==> config.mk <==
export PLATFORM = sky130hd
export DESIGN_NAME = retire_trace_buf
export DESIGN_NICKNAME = d
export VERILOG_FILES = /design/src/rtl/retire_trace_buf.sv
export SDC_FILE = /design/constraint.sdc
export NUM_CORES = 1
export LEC_CHECK = 0
export BUFFER_PORTS_ARGS = -buffer_cell sky130_fd_sc_hd__buf_2
export CORE_MARGIN = 2
export CORE_UTILIZATION = 30
export CTS_CLUSTER_SIZE = 28
export DETAILED_ROUTE_END_ITERATION = 8
export PLACE_DENSITY = 0.53
export SYNTH_ARGS = -nofsm -noshare
export SYNTH_HDL_FRONTEND = slang
export SYNTH_SLANG_ARGS = --single-unit
==> constraint.sdc <==
create_clock -name clk -period 5.5 [get_ports clk]
set_clock_uncertainty 0.1 [all_clocks]
set_input_delay 1.1 -clock clk [delete_from_list [all_inputs] [get_ports clk]]
set_output_delay 1.1 -clock clk [all_outputs]
set_load 0.02 [all_outputs]
==> src/rtl/retire_trace_buf.sv <==
// Merges per-unit retire/halt events through one-entry staging slots into a round-robin arbitrated trace FIFO.
// Strobe to trace_valid takes 2 cycles; a full FIFO stalls the arbiter. Optional per-record timestamp under TRACE_TIMESTAMP_EN.
module retire_trace_buf #(
  parameter int NUM_UNITS = 6,
  parameter int DEPTH     = 16,
  parameter int UNIT_W    = 3
) (
  input  logic                        clk,
  input  logic                        rst,
  input  logic [NUM_UNITS-1:0]        retire_valid,
  input  logic [NUM_UNITS*32-1:0]     retire_pc,
  input  logic [NUM_UNITS*6-1:0]      retire_wfid,
  input  logic                        issue_halt,
  input  logic [5:0]                  issue_halt_wfid,
  output logic                        trace_valid,
  input  logic                        trace_ready,
  output logic [UNIT_W-1:0]           trace_unit,
  output logic [31:0]                 trace_pc,
  output logic [5:0]                  trace_wfid,
  output logic [15:0]                 trace_seq,
  output logic [$clog2(DEPTH):0]      fifo_level,
  output logic [15:0]                 drop_count
`ifdef TRACE_TIMESTAMP_EN
  ,output logic [31:0]                trace_ts
`endif
);

  localparam int NCH = NUM_UNITS + 1;
  localparam int AW  = $clog2(DEPTH);
  localparam int LW  = AW + 1;

  typedef struct packed {
    logic [UNIT_W-1:0] unit;
    logic [31:0]       pc;
    logic [5:0]        wfid;
    logic [15:0]       seq;
`ifdef TRACE_TIMESTAMP_EN
    logic [31:0]       ts;
`endif
  } rec_t;

  logic [NCH-1:0]    strb, slot_vld_q, gnt_oh, drop_oh;
  logic [31:0]       strb_pc     [NCH];
  logic [5:0]        strb_wfid   [NCH];
  logic [31:0]       slot_pc_q   [NCH];
  logic [5:0]        slot_wfid_q [NCH];
  logic [UNIT_W-1:0] last_q, gnt_idx;
  logic              gnt_vld, pop, can_push;
  logic [UNIT_W:0]   drop_n;
  logic [16:0]       drop_sum;
  logic [15:0]       drop_q, drop_d, seq_q;
  logic [AW-1:0]     wr_ptr_q, rd_ptr_q;
  logic [LW-1:0]     level_q;
  rec_t              mem_q [DEPTH];
  rec_t              push_rec, head_rec;
`ifdef TRACE_TIMESTAMP_EN
  logic [31:0]       ts_q;
  logic [31:0]       slot_ts_q [NCH];
`endif

  always_comb begin
    strb = '0;
    for (int c = 0; c < NUM_UNITS; c++) begin
      strb[c]      = retire_valid[c];
      strb_pc[c]   = retire_pc[32*c +: 32];
      strb_wfid[c] = retire_wfid[6*c +: 6];
    end
    strb[NUM_UNITS]      = issue_halt;
    strb_pc[NUM_UNITS]   = '0;
    strb_wfid[NUM_UNITS] = issue_halt_wfid;
  end

  assign pop      = trace_valid && trace_ready;
  assign can_push = (level_q != LW'(DEPTH)) || pop;

  // Round robin: channels above the last grant first, then wrap to 0..last.
  always_comb begin
    gnt_vld = 1'b0;
    gnt_idx = '0;
    gnt_oh  = '0;
    if (can_push) begin
      for (int c = 0; c < NCH; c++) begin
        if (!gnt_vld && slot_vld_q[c] && (UNIT_W'(c) > last_q)) begin
          gnt_vld   = 1'b1;
          gnt_idx   = UNIT_W'(c);
          gnt_oh[c] = 1'b1;
        end
      end
      for (int c = 0; c < NCH; c++) begin
        if (!gnt_vld && slot_vld_q[c] && (UNIT_W'(c) <= last_q)) begin
          gnt_vld   = 1'b1;
          gnt_idx   = UNIT_W'(c);
          gnt_oh[c] = 1'b1;
        end
      end
    end
  end

  always_comb begin
    drop_oh = strb & slot_vld_q & ~gnt_oh;
    drop_n  = '0;
    for (int c = 0; c < NCH; c++) drop_n = drop_n + (UNIT_W+1)'(drop_oh[c]);
    drop_sum = {1'b0, drop_q} + 17'(drop_n);
    drop_d   = drop_sum[16] ? 16'hFFFF : drop_sum[15:0];
  end

  always_comb begin
    push_rec      = '0;
    push_rec.unit = gnt_idx;
    push_rec.pc   = slot_pc_q[gnt_idx];
    push_rec.wfid = slot_wfid_q[gnt_idx];
    push_rec.seq  = seq_q;
`ifdef TRACE_TIMESTAMP_EN
    push_rec.ts   = slot_ts_q[gnt_idx];
`endif
  end

  always_ff @(posedge clk) begin
    if (rst) begin
      slot_vld_q <= '0;
      last_q     <= UNIT_W'(NUM_UNITS);
      seq_q      <= '0;
      drop_q     <= '0;
      wr_ptr_q   <= '0;
      rd_ptr_q   <= '0;
      level_q    <= '0;
    end else begin
      // A slot granted this cycle is free for a same-cycle strobe.
      slot_vld_q <= (slot_vld_q & ~gnt_oh) | strb;
      drop_q     <= drop_d;
      if (gnt_vld) begin
        wr_ptr_q <= wr_ptr_q + AW'(1);
        seq_q    <= seq_q + 16'd1;
        last_q   <= gnt_idx;
      end
      if (pop) rd_ptr_q <= rd_ptr_q + AW'(1);
      case ({gnt_vld, pop})
        2'b10:   level_q <= level_q + LW'(1);
        2'b01:   level_q <= level_q - LW'(1);
        default: level_q <= level_q;
      endcase
    end
  end

  always_ff @(posedge clk) begin
    for (int c = 0; c < NCH; c++) begin
      if (strb[c] && (!slot_vld_q[c] || gnt_oh[c])) begin
        slot_pc_q[c]   <= strb_pc[c];
        slot_wfid_q[c] <= strb_wfid[c];
`ifdef TRACE_TIMESTAMP_EN
        slot_ts_q[c]   <= ts_q;
`endif
      end
    end
    if (gnt_vld) mem_q[wr_ptr_q] <= push_rec;
  end

`ifdef TRACE_TIMESTAMP_EN
  always_ff @(posedge clk) begin
    if (rst) ts_q <= '0;
    else     ts_q <= ts_q + 32'd1;
  end
  assign trace_ts = trace_valid ? head_rec.ts : '0;
`endif

  assign head_rec    = mem_q[rd_ptr_q];
  assign trace_valid = (level_q != '0);
  assign trace_unit  = trace_valid ? head_rec.unit : '0;
  assign trace_pc    = trace_valid ? head_rec.pc   : '0;
  assign trace_wfid  = trace_valid ? head_rec.wfid : '0;
  assign trace_seq   = trace_valid ? head_rec.seq  : '0;
  assign fifo_level  = level_q;
  assign drop_count  = drop_q;

endmodule

==> metrics.md <==
| Metric | Value |
|---|---|
| Maxcap violations | 0 |
| Cell area after placement | 51850 sq um |
| Critical Path Fanout Max | 13 |
| Final Setup Violations | 0 |
| Critical path's largest stage delay | 0.51 ns |
| Row count | 145 |
| Total gr overflow | 0 |
| Post-Synth Simple-Gate Area | 0.03090 |
| Largest net degree at the start of global routing | 57 |
| Design area | 55610 sq um |
| Port bufs | 322 |
| Worst reg2reg setup slack | 0.39 ns |
| DPL Wire Length | 76330 um |
| Wire per inst | 25.66 um |
| Iteration-0 DRC Markers | 1915 |
| Slew Viols, Final | 0 |
| Worst-Margin Slew | 1.184 ns |
| Crit path DAT | 5.66 ns |
| Post-synth cell types | 64 |
| Final Hold Viols | 0 |
| Tot GR Track Use | 0.1529 |
| Worst setup EP type | register |
| Leading area contributor after synthesis | edfxtp_1 |
| Critical path's most frequent cell | fa_1 |
| Hold Slack | 0.4206 ns |
| Total CTS buffers | 116 |
| Maximum vdd ir drop | 0.3383 mV |
| Post-CTS Hold Buffers | 0 |
| Core Region | 156200 sq um |
| Post-synth top area share | 0.7301 |
| Cell area power density | 545.4 nW/um^2 |
| Slowest cell on crit path | dfxtp_1 |
| RePlAce Congestion | 0.7582 |
| Synth cell count leaders | edfxtp_1, mux4_2, and2_1, clkbuf_1, mux2i_1 |
| Mux share of post-synthesis cell area | 0.1500 |
| Reg clk slew, reported paths | 0.07 ns |
| Lkg Pwr | 18.18 nW |
| Post-synth EDFFs | 1146 |
| Layout area overhead | 17.98% |
| Clock Path Buffers | 3 |
| RSZ-0062 raised after global routing | no |
| DR pass1 iterations | 5 |
| Max Fclk | 195.8 MHz |
| Critical R2R Launch | last_q[0] |
| Main synth FF type | edfxtp_1 |
| Setup TNS | 0 ns |
| Syn_nets | 2518 |
| DRC viols | 0 |
| Crit path kind | register to register |
| Startpoint Class | register |
| Reg2Reg Depth | 20 |
| TritonCTS clock tree | yes |
| HP Class | register to register |
| Syn Inst Count | 2252 |
| # resized after CTS | 0 |
| Vias per inst | 4.866 |
| H-tree levels | 3 |
| Slew margin rel. | 0.2105 |
| Worst-Skew Late Latency | 0.74 ns |
| R2R Path End | drop_count[0] |
| Pre-CTS worst setup slack | 0.07128 ns |
| #FFs+latches synth | 1205 |
| Post-CTS setup buffer count | 0 |
| Synth Cell Area | 47130 sq um |
| Layout cells sized above 1 | 0.3449 |
| Clk root buf | clkbuf_16 |
| Die ar. | 160300 sq um |
| Largest family of logic cells by synthesized area | multiplexers |
| Synth Area in XOR/XNOR | 0.005389 |
| Vias | 23499 |
| Die Ht | 400.4 um |
| Antenna Violating Nets Remaining | 0 |
| Critical-path cell list | nor2_1 -> a21oi_1 -> and3_1 -> a31oi_1 -> o21ai_1 -> nor2_1 -> fa_1 -> inv_1 -> fa_1 -> inv_1 -> fa_1 -> ha_1 -> fa_1 -> a21o_1 -> a21oi_1 -> or3b_2 -> nor2_1 -> nand3_1 -> buf_4 -> a21oi_1 |
| Fraction of registers with async set/reset | 0 |
| Clk sinks | 1205 |
| Hold path startpoint | wr_ptr_q[1] |
| Synth Area in Adders | 0.006636 |
| Die width | 400.4 um |
| Num ports | 323 |
| Crit path required time | 6.05 ns |
| Post-layout min period | 5.106 ns |
| Hold Crit Endpoint | wr_ptr_q[1] |
| First-pass GRT wire length | 178100 um |
| Worst hold path cell count | 2 |
| Most frequent cell after synthesis | edfxtp_1 |
| Synthesized area per cell | 20.93 sq um |
| DRT Wirelength | 123900 um |
| Synth Warn # | 0 |
| Status | finished, final reports clean |
| Nets | 2930 |
| Starting Density | 0.3017 |
| Fin crit share | 0.9284 |
| Register area share after synthesis | 0.7552 |
| Setup WS post-layout | 0.3937 ns |
| Initial antenna violation count | 13 |
| Vias in the first global route | 24733 |
| Post-synthesis compound-gate area fraction | 0.03724 |
| Layout fillers | 14512 |
| Largest cells by area after synthesis | edfxtp_1, mux4_2, dfxtp_1, mux2i_1, and2_1 |
[worst max path at each step]
stage / from / to / slack, ns
detailed placement: trace_ready / drop_count[10] / 0.07
finish: last_q[0] / drop_count[0] / 0.39
global route: last_q[1] / drop_count[11] / 0.007
global placement: trace_ready / drop_count[0] / 0.09
floorplan: trace_ready / drop_count[10] / 0.30
CTS: last_q[2] / drop_count[10] / 0.21
[critical path, delay by kind of cell (launching register included)]
| kind | cells | cell delay [ns] |
|---|---|---|
| AO/OA/AOI/OAI | 6 | 0.89 |
| adder cells (fa/ha/maj) | 5 | 1.87 |
| buffers and inverters | 3 | 0.31 |
| flip-flops | 1 | 0.51 |
| AND/OR/NAND/NOR | 6 | 1.34 |
[logic make-up after synthesis]
group | Yosys count
AND/OR/NAND/NOR | 270
AO/OA/AOI/OAI | 224
multiplexers | 350
adder cells (fa/ha/maj) | 22
buffers and inverters | 152
XOR/XNOR | 29
flip-flops | 1205
[flip-flops by register name (all words and copies together) (netlist names), named ones only]
register / flops
drop_count: 16
slot_wfid_q: 42
slot_vld_q: 7
seq_q: 16
mem_q: 912
rd_ptr_q: 4
fifo_level: 5
slot_pc_q: 192
wr_ptr_q: 4
last_q: 3
[report_power, final]
| part | switching, mW | leakage (nW) | internal (mW) |
|---|---|---|---|
| clock network | 3.49 | 1.82 | 4.37 |
| logic | 6.02 | 5.19 | 3.17 |
| registers | 0.409 | 11.2 | 12.9 |
| total | 9.92 | 18.2 | 20.4 |
[layer usage]
layer | share of wire | up-vias | track usage
li1 | - | 10157 | -
met5 | 0 | - | 0
met3 | 0.048 | 148 | 0.02145
met4 | 0.020 | 0 | 0.04492
met1 | 0.44 | 12536 | 0.2116
met2 | 0.49 | 658 | 0.2513
[placed cells by master, fill, tap and decap left out, drive strengths merged, types with 31 or more instances in the layout]
cell	count
nand2	34
mux2i	65
edfxtp	1146
inv	31
nand3	42
mux4	285
buf	416
dfxtp	59
clkinv	61
and2	83
o21ai	51
clkbuf	141
a21o	39
o221ai	33
a21oi	51
nor2	49
[layout make-up]
class                      count  area [sq um]  share of cell area
tap                         2058          2575             0.04630
multi-input combinational    895         10970              0.1973
clock inverter                76         734.5             0.01321
inverter                      30         113.9            0.002047
clock buffer                 141          3007             0.05407
timing repair buffer         416          2580             0.04639
antenna                        8         20.02           0.0003600
sequential                  1205         35610              0.6404
[through the flow]
| step | util | total power, mW | cells |
|---|---|---|---|
| after floorplan | - | 18.95 | 2252 |
| after global placement | 0.3319 | 22.79 | 4604 |
| after detailed placement | 0.3319 | 22.88 | 4604 |
| after CTS | 0.3559 | 30.76 | 4821 |
| after global routing | 0.3560 | 31.71 | 4826 |
| final | 0.3560 | 30.33 | 4829 |
No activity file was read; power rests on OpenSTA's default activity.
